$ cat src/rtl/intt_gs_butterfly_pkg.sv
// rtl/intt_gs_butterfly_pkg.sv - shared constants, state type, twiddle table and bit-reverse for the INTT core
package intt_gs_butterfly_pkg;

    localparam int INTT_P     = 17;
    localparam int INTT_N     = 8;
    localparam int INTT_LOGN  = $clog2(INTT_N);
    localparam int INTT_LOGP  = $clog2(INTT_P);
    localparam int INTT_N_INV = 15;

    typedef enum logic [1:0] {
        ST_IDLE  = 2'd0,
        ST_BFLY  = 2'd1,
        ST_SCALE = 2'd2,
        ST_DONE  = 2'd3
    } intt_state_t;

    // Powers of the inverse root iw = 2 (order 8 mod 17).
    function automatic logic [INTT_LOGP-1:0] iw_table(input logic [INTT_LOGN-1:0] k);
        logic [INTT_LOGP-1:0] r;
        r = 5'd1;
        case (k)
            3'd0: r = 5'd1;
            3'd1: r = 5'd2;
            3'd2: r = 5'd4;
            3'd3: r = 5'd8;
            3'd4: r = 5'd16;
            3'd5: r = 5'd15;
            3'd6: r = 5'd13;
            3'd7: r = 5'd9;
            default: r = 5'd1;
        endcase
        return r;
    endfunction

    function automatic logic [INTT_LOGN-1:0] bitrev(input logic [INTT_LOGN-1:0] x);
        logic [INTT_LOGN-1:0] r;
        for (int b = 0; b < INTT_LOGN; b++) begin
            r[b] = x[INTT_LOGN-1-b];
        end
        return r;
    endfunction

endpackage

$ cat src/rtl/intt_gs_butterfly_unit.sv
// rtl/intt_gs_butterfly_unit.sv - combinational modular Gentleman-Sande butterfly
module gs_butterfly_unit
    import intt_gs_butterfly_pkg::*;
#(
    parameter int p    = INTT_P,
    parameter int logP = INTT_LOGP
) (
    input  logic [logP-1:0] u,
    input  logic [logP-1:0] v,
    input  logic [logP-1:0] tw,
    output logic [logP-1:0] sum,
    output logic [logP-1:0] prod
);

    localparam logic [logP:0]     P_W  = (logP+1)'(p);
    localparam logic [2*logP-1:0] P_2W = (2*logP)'(p);

    logic [logP:0]     add_full;
    logic [logP:0]     sub_full;
    logic [logP-1:0]   diff;
    logic [2*logP-1:0] product;

    always_comb begin
        add_full = {1'b0, u} + {1'b0, v};
        sum      = (add_full >= P_W) ? logP'(add_full - P_W) : logP'(add_full);
        // Inputs are already reduced, so one correction step suffices.
        sub_full = (u >= v) ? ({1'b0, u} - {1'b0, v})
                            : ({1'b0, u} + P_W - {1'b0, v});
        diff     = logP'(sub_full);
        product  = {{logP{1'b0}}, diff} * {{logP{1'b0}}, tw};
        prod     = logP'(product % P_2W);
    end

endmodule

$ cat src/rtl/intt_gs_butterfly.sv
// rtl/intt_gs_butterfly.sv - sequential inverse NTT, one GS butterfly per cycle, then N^-1 scaling
module intt_gs_butterfly
    import intt_gs_butterfly_pkg::*;
#(
    parameter int p     = INTT_P,
    parameter int N     = INTT_N,
    parameter int logN  = $clog2(N),
    parameter int logP  = $clog2(p),
    parameter int Nb    = N * logP,
    parameter int N_INV = INTT_N_INV
) (
    input  logic          clk,
    input  logic          reset,
    input  logic          data_in_ready,
    input  logic [Nb-1:0] poly,
    output logic          busy,
    output logic          done,
    output logic [Nb-1:0] poly_out
);

    localparam logic [logP-1:0] P_L        = logP'(p);
    localparam logic [logP-1:0] NINV_L     = logP'(N_INV);
    localparam logic [logN-1:0] ONE        = logN'(1);
    localparam logic [logN-1:0] LAST_PAIR  = logN'(N/2 - 1);
    localparam logic [logN-1:0] LAST_STAGE = logN'(logN - 1);
    localparam logic [logN-1:0] LAST_IDX   = logN'(N - 1);

    intt_state_t state, state_next;

    logic [logP-1:0] a [N];
    logic [logN-1:0] stage;
    logic [logN-1:0] pair;
    logic [logN-1:0] idx;

    logic [logN-1:0] s_amt;
    logic [logN-1:0] lo_mask;
    logic [logN-1:0] j_lo;
    logic [logN-1:0] j_hi;
    logic [logN-1:0] tw_idx;
    logic            last_pair;
    logic            last_stage;
    logic            last_idx;

    logic [logP-1:0] bu_u;
    logic [logP-1:0] bu_v;
    logic [logP-1:0] bu_tw;
    logic [logP-1:0] bu_sum;
    logic [logP-1:0] bu_prod;

    // len = 2^s_amt; pair k maps to j = (k/len)*2*len + k%len, twiddle index (k%len) << stage.
    assign s_amt   = LAST_STAGE - stage;
    assign lo_mask = (ONE << s_amt) - ONE;
    assign j_lo    = ((pair & ~lo_mask) << 1) | (pair & lo_mask);
    assign j_hi    = j_lo | (ONE << s_amt);
    assign tw_idx  = (pair & lo_mask) << stage;

    assign last_pair  = (pair == LAST_PAIR);
    assign last_stage = (stage == LAST_STAGE);
    assign last_idx   = (idx == LAST_IDX);

    assign busy = (state != ST_IDLE);
    assign done = (state == ST_DONE);

    always_ff @(posedge clk) begin
        if (reset) begin
            state <= ST_IDLE;
        end else begin
            state <= state_next;
        end
    end

    always_comb begin
        state_next = ST_IDLE;
        case (state)
            ST_IDLE:  state_next = data_in_ready ? ST_BFLY : ST_IDLE;
            ST_BFLY:  state_next = (last_pair && last_stage) ? ST_SCALE : ST_BFLY;
            ST_SCALE: state_next = last_idx ? ST_DONE : ST_SCALE;
            ST_DONE:  state_next = ST_IDLE;
            default:  state_next = ST_IDLE;
        endcase
    end

    // The scaling pass reuses the butterfly multiplier with v = 0.
    always_comb begin
        bu_u  = a[j_lo];
        bu_v  = a[j_hi];
        bu_tw = iw_table(tw_idx);
        if (state == ST_SCALE) begin
            bu_u  = a[bitrev(idx)];
            bu_v  = '0;
            bu_tw = NINV_L;
        end
    end

    gs_butterfly_unit #(
        .p    (p),
        .logP (logP)
    ) u_bfly (
        .u    (bu_u),
        .v    (bu_v),
        .tw   (bu_tw),
        .sum  (bu_sum),
        .prod (bu_prod)
    );

    always_ff @(posedge clk) begin
        if (reset) begin
            stage    <= '0;
            pair     <= '0;
            idx      <= '0;
            poly_out <= '0;
            for (int i = 0; i < N; i++) begin
                a[i] <= '0;
            end
        end else begin
            case (state)
                ST_IDLE: begin
                    if (data_in_ready) begin
                        for (int i = 0; i < N; i++) begin
                            a[i] <= poly[i*logP +: logP] % P_L;
                        end
                        stage <= '0;
                        pair  <= '0;
                        idx   <= '0;
                    end
                end
                ST_BFLY: begin
                    a[j_lo] <= bu_sum;
                    a[j_hi] <= bu_prod;
                    if (last_pair) begin
                        pair  <= '0;
                        stage <= last_stage ? '0 : stage + ONE;
                    end else begin
                        pair <= pair + ONE;
                    end
                end
                ST_SCALE: begin
                    poly_out[idx*logP +: logP] <= bu_prod;
                    idx <= last_idx ? '0 : idx + ONE;
                end
                default: begin
                end
            endcase
        end
    end

endmodule

$ cat config.mk
export PLATFORM = sky130hd
export DESIGN_NAME = intt_gs_butterfly
export DESIGN_NICKNAME = d
export VERILOG_FILES = /design/src/rtl/intt_gs_butterfly_pkg.sv /design/src/rtl/intt_gs_butterfly_unit.sv /design/src/rtl/intt_gs_butterfly.sv
export SDC_FILE = /design/constraint.sdc
export NUM_CORES = 1
export LEC_CHECK = 0
export CAP_MARGIN = 20
export CORE_ASPECT_RATIO = 1.5
export CORE_MARGIN = 2
export CORE_UTILIZATION = 55
export DETAILED_ROUTE_END_ITERATION = 8
export PLACE_DENSITY_LB_ADDON = 0.1
export SLEW_MARGIN = 20
export SYNTH_ARGS = -nofsm -noshare
export SYNTH_HDL_FRONTEND = slang
export SYNTH_SLANG_ARGS = --single-unit
$ cat constraint.sdc
create_clock -name clk -period 12.2 [get_ports clk]
set_clock_uncertainty 0.05 [all_clocks]
set_input_delay 2.44 -clock clk [delete_from_list [all_inputs] [get_ports clk]]
set_output_delay 2.44 -clock clk [all_outputs]
set_load 0.02 [all_outputs]
* Yosys cells after proc, flatten, opt, wreduce, memory -nomap -nowiden
Memory sizes are Yosys's and may differ from the RTL's. A register that Yosys moved wholly into a read port is not among the register bits.
Cells that the tools add are included.
** Word-level totals
- Word-level logic and storage cells :: 109
- Bits in read-only memories :: 40
- Output and inout port bits :: 42
- RAM bits :: 40
- Memories kept :: 2
- Register bits after elaboration :: 51
- Input port bits :: 43
** Cells by class
- Bitwise logic cells :: 13
- Div/mod/pow operators :: 9
- Shift operators :: 4
- Reductions and logical operators :: 10
- Eq/ne operators :: 8
- $add $sub $neg :: 11
- Multipliers :: 2
- $lt $le $gt $ge :: 2
- Multiplexer cells :: 43
** Memory list
- (no name shown) :: words 8, width 5, rd ports 1, clocked after Yosys merged registers in 0, write ports 0, RTL line intt_gs_butterfly_pkg.sv:21 : case (k)
- a :: words 8, width 5, rd ports 3, clocked after Yosys merged registers in 1, write ports 8, RTL line intt_gs_butterfly.sv:30 : logic [logP-1:0] a [N];
** Operators by type and width (number)
- 5-bit two-way mux :: 15
- 40-bit bitwise mux :: 1
- 5-bit by 5-bit remainder unit with 5-bit output (second input constant) :: 8
- 5-bit by 34-bit variable shift with 40-bit output (first input constant) :: 1
- 5-bit by 34-bit variable part select with 40-bit output :: 1
- 6-bit negation with 34-bit output :: 1
- 3-bit two-way mux :: 9
- 3-bit one-hot mux with 2 select lines :: 3
- 1-bit two-way mux :: 13
- 10-bit by 5-bit remainder unit with 10-bit output (second input constant) :: 1
- 5-bit by 5-bit multiplier with 10-bit output :: 1
- 5-bit OR reduction :: 2
- 5-bit subtractor :: 2
- 3-bit by 1-bit adder with 3-bit output (second input constant) :: 3
- 1-bit OR :: 8
- 2-bit one-hot mux with 4 select lines :: 1
- 5-bit by 5-bit adder with 6-bit output :: 1
- 3-bit by 2-bit equality test with 1-bit output (second input constant) :: 2
- 6-bit by 5-bit greater-or-equal comparator with 1-bit output (second input constant) :: 1
- 3-bit by 3-bit multiplier with 6-bit output (second input constant) :: 1
- 3-bit OR :: 2
- 2-bit nonzero test :: 3
- 5-bit adder (second input constant) :: 1
- 5-bit greater-or-equal comparator :: 1
- other kinds (17) :: 20

* Logic depth before layout (Yosys ltp)
An unclocked memory read counts as a cell.
- Depth after elaboration :: 15
- Depth in mapped cells :: 59

* Cells and area by module
From an unflattened synthesis, not the netlist that was laid out.
** Second synthesis, totals
- Cells, all modules :: 1166
- Area, all modules :: 9925.8 µm²
** By module, submodules not included
- intt_gs_butterfly :: cells an instance 798, instances 1, area an instance 7061.8 µm², sequential area each 2282.2 µm²
- gs_butterfly_unit :: cells an instance 368, instances 1, area an instance 2864.0 µm², sequential area each 0.0 µm²

* Least setup slack after synthesis
Ideal clock, no wire load.
- Path type :: reg2reg
- From :: register stage[0]
- To :: memory a[6][3] (netlist name) (data pin)
- Cell stages (with the launch flop) :: 56
- Buffers on the path :: 8
- Data arrival time :: 10954 ps
- Required time :: 11872 ps
- Slack :: 918 ps
- Path through :: dfxtp_1 -> clkbuf_1 -> nor2_1 -> and2_1 -> clkbuf_1 -> inv_1 -> ha_1 -> nor2b_1 -> a21o_1 -> nor2_1 -> clkbuf_1 -> nand2_1 -> nand3_1 -> o21ai_0 -> nand2_1 -> nand3_1 -> ha_1 -> clkbuf_1 -> (+20 left out) -> a2111oi_0 -> a211o_1 -> o21ai_0 -> a21oi_1 -> a31oi_1 -> ha_1 -> nor2b_1 -> a31o_2 -> and2_4 -> xnor2_1 -> ha_1 -> nand2b_1 -> nor4bb_2 -> o31ai_4 -> o211a_4 -> xnor2_2 -> buf_6 -> a21oi_2
** RTL lines
- start: declaration :: RTL line intt_gs_butterfly.sv:31 : logic [logN-1:0] stage;
- start signal: assignment :: RTL line intt_gs_butterfly.sv:132 : stage <= last_stage ? '0 : stage + ONE;
- end: declaration :: RTL line intt_gs_butterfly.sv:30

==> run_results.csv <==
group,metric,value,unit
run_status,status,"completed",
logic_synthesis,syn_inst,1142,
floorplanning,num_rows,57,
logic_synthesis,seq_area_frac_synth,25.24,%
pwr,power_density,290.6,nW/um^2
detailed_routing,routed_wirelength,25100,microns
worst_setup_path,crit_path_start_kind,"flop",
timing,fin_crit_sh,93.89,%
timing,fin_ws,745.7,ps
worst_setup_path,r2r_start,"stage[0]",
logic_synthesis,netlist_area,9041,sq um
pwr,internal-power,1278,uW
timing,finalSetupTns,0,ps
floorplanning,die_area,17500,sq um
detailed_routing,drtIter0Drc,614,
worst_setup_path,cp_max_fo,15,
pwr,p_sw_share,57.94,%
detailed_routing,vias,8748,
global_route,grt_pass1_vias,8586,
detailed_routing,wl_per_cell,17.62,microns
logic_synthesis,synth_edf_count,40,
cts,clkTransAtPathRegs,70,ps
global_route,grt_pass1_wl,41280,microns
worst_setup_path,critPathSlowestCell,"fa_1",
cts,htreeDepth,3,
cts,cts_buffer_depth,2,
worst_setup_path,critPathLaunch,"stage[0]",
logic_synthesis,synth_seq_cells,94,
layout,finalInstanceArea,10460,sq um
worst_setup_path,slowest_delay,550,ps
placed_design,port_buffers,84,
detailed_routing,final_antenna_net_count,0,
flow_run,max-cap-violations,0,
timing,fin_crit,11450,ps
cts,cts.sinks,94,
layout,antennaDiodeCount,0,
worst_setup_path,reg2reg_slack,750,ps
logic_synthesis,avgSynthCellArea,7.917,sq um
worst_setup_path,critPathRequiredTime,12220,ps
global_route,grt_usage,29.59,%
layout,final_core_util,64.87,%
floorplanning,core,16120,sq um
pwr,leakage,0.004190,uW
worst_setup_path,crit_path_end_kind,"flop",
logic_synthesis,async_flop_share,0,%
timing,clock.fmax,87.30,MHz
layout,seq_area,2282,sq um
cts,cts_made_buffers,9,
pwr,pwr-share-clk,9.2,%
cts,ctsHoldBuffers,0,
cts,cts_root_buf,"clkbuf_16",
layout,syn2layout_area_growth,15.65,%
timing,finalMaxSlewViolations,0,
detailed_routing,drt-vias-per-instance,6.143,
logic_synthesis,yosysUniqueCellTypes,75,
floorplanning,ios,85,
worst_setup_path,rr_worst_depth,51,
worst_hold_path,min_delay_path_depth,2,
global_route,grt_start_max_net_pins,41,
worst_hold_path,hold-path-endpoint,"poly_out[32]",
floorplanning,start_util,56.09,%
floorplanning,die_h,161.0,microns
floorplanning,dieWidth,108.7,microns
pwr,pwr-share-seq,12.5,%
logic_synthesis,synth_flop_cell,"dfxtp_1",
placed_design,dp_slack,342.5,ps
worst_setup_path,crit_type,"reg -> reg",
layout,fillCellCount,1476,
pwr,vdd_ir_drop_max,0.0005971,V
timing,finalHoldViolations,0,
global_route,antenna_found_initial,0,
global_route,globalRouteOverflowTotal,0,
timing,rsz0062_at_grt,"no",
layout,drive_gt1_share,9.195,%
logic_synthesis,yosysWarnings,0,
worst_hold_path,min_path_type,"reg -> reg",
detailed_routing,firstDrtPassIters,5,
placed_design,dp_hpwl,19630,microns
worst_setup_path,r2r_end,"a[5][3]",
logic_synthesis,syn_nets,1267,
timing,max_slew.worst_pin.slew,1053,ps
timing,relSlewSlack,29.27,%
timing,finalSetupViolCount,0,
cts,cts_tree,"done",
pwr,p_sw,1761,uW
worst_setup_path,arrival,11480,ps
placed_design,place_area,10130,sq um
cts,clkLatencyLatePin,360,ps
pwr,p_comb_share,78.3,%
layout,fin_nets,1338,
worst_hold_path,min_from,"poly_out[32]",
layout,multi_input_area,6289,sq um
detailed_routing,drc,0,
placed_design,place_congestion,1.002,
==> logic make-up (layout without fill, tap and decap cells) <==
group / count (synthesis) / after routing / synth area share, %
adders and majority gates: 82 / 82 / 12.51
and+or+nand+nor: 476 / 476 / 24.51
xor gates and xnor gates: 44 / 44 / 4.428
muxes: 45 / 45 / 7.169
DFF: 94 / 94 / 25.24
buffers and inverters: 127 / 203 / 5.577
AOI/OAI and AO/OA: 274 / 274 / 20.56
==> what timing repair did <==
item | CTS | global route
setup buffers | 0 | 2
resized for setup | 0 | 9
endpoints found under the setup margin | 0 | 64
==> power groups by stage <==
stage          clock network, uW  registers (uW)  logic [uW]
6_report                     279             381        2380
3_5_place_dp                   0             387        2320
2_1_floorplan                  0             372        1650
4_1_cts                      279             380        2330
3_3_place_gp                   0             387        2300
5_1_grt                      291             382        2550
==> stage by stage <==
step | hold slack [ps] | cells | power, uW
final | 398.7 | 1424 | 3039
after global routing | 432.9 | 1424 | 3226
after detailed placement | 394.1 | 1406 | 2703
after CTS | 403.5 | 1422 | 2986
after floorplan | 453.4 | 1142 | 2021
after global placement | 382.3 | 1406 | 2685
==> placed cells by master (no fill, tap or decap), types with 31 or more instances in the layout <==
| master | n |
|---|---|
| clkdlybuf4s50_1 | 84 |
| nor2_1 | 110 |
| o21ai_0 | 54 |
| nand2_1 | 171 |
| edfxtp_1 | 40 |
| inv_1 | 72 |
| ha_1 | 68 |
| nand3_1 | 61 |
| a21oi_1 | 67 |
| xnor2_1 | 31 |
| nor3_1 | 35 |
| dfxtp_1 | 54 |
==> routing by layer <==
| metal | global-route usage (%) | part of all wire (%) | vias up |
|---|---|---|---|
| met4 | 15.27 | 5.5 | 0 |
| li1 | - | - | 4246 |
| met1 | 33.09 | 37 | 4089 |
| met2 | 53.89 | 53 | 311 |
| met5 | 0 | 0 | - |
| met3 | 3.511 | 4.2 | 102 |
==> worst max-delay path, delay by kind of cell (launching register included) <==
kind / cells / cell delay, ps
AND/OR/NAND/NOR: 12 / 2110
buffers and inverters: 7 / 910
adder cells (fa/ha/maj): 8 / 2840
XOR/XNOR: 3 / 620
AO/OA/AOI/OAI: 21 / 4160
flip-flops: 1 / 460
==> how the worst max path moves through the flow <==
| stage | end | cells after the start |
|---|---|---|
| floorplan | a[6][3] | 55 |
| global placement | a[5][3] | 50 |
| detailed placement | a[5][3] | 50 |
| CTS | a[5][3] | 50 |
| global route | a[5][3] | 48 |
| finish | a[5][3] | 51 |
==> sequential cells by signal, summed over array words and instances, names as in the netlist, named ones only <==
name      count
pair          3
stage         3
a            40
state         2
idx           3
poly_out     40
==> cell type report <==
type | count | area share (%)
multi-input combinational | 921 | 60.14
sequential | 94 | 21.83
timing repair buffer | 114 | 10.20
inverter | 73 | 2.621
tap | 206 | 2.465
clock buffer | 9 | 2.154
clock inverter | 7 | 0.5983
==> cells in the mapped netlist, types with 9 or more instances <==
master,n,share of area [%]
edfxtp_1,40,13
ha_1,68,9.4
dfxtp_1,54,12
nor2_1,110,4.6
nand3_1,61,3.4
xor2_1,10,0.97
nor2b_1,12,0.83
xnor2_1,32,3.1
nand2b_1,15,1.0
o21ai_0,55,3.0
fa_1,14,3.1
nand2_1,171,7.1
a31oi_1,14,0.97
clkbuf_1,39,1.6
a221oi_1,17,1.6
or2_2,10,0.69
mux4_2,14,3.5
o21ai_1,13,0.72
nor4_1,14,0.97
a21oi_1,68,3.8
inv_1,72,3.0
and2_1,9,0.62
o2111ai_1,12,1.2
mux2i_1,22,2.4
buf_2,9,0.50
a211oi_1,16,1.3
nor3_1,35,1.9
Power figures use the tool's default switching activity.
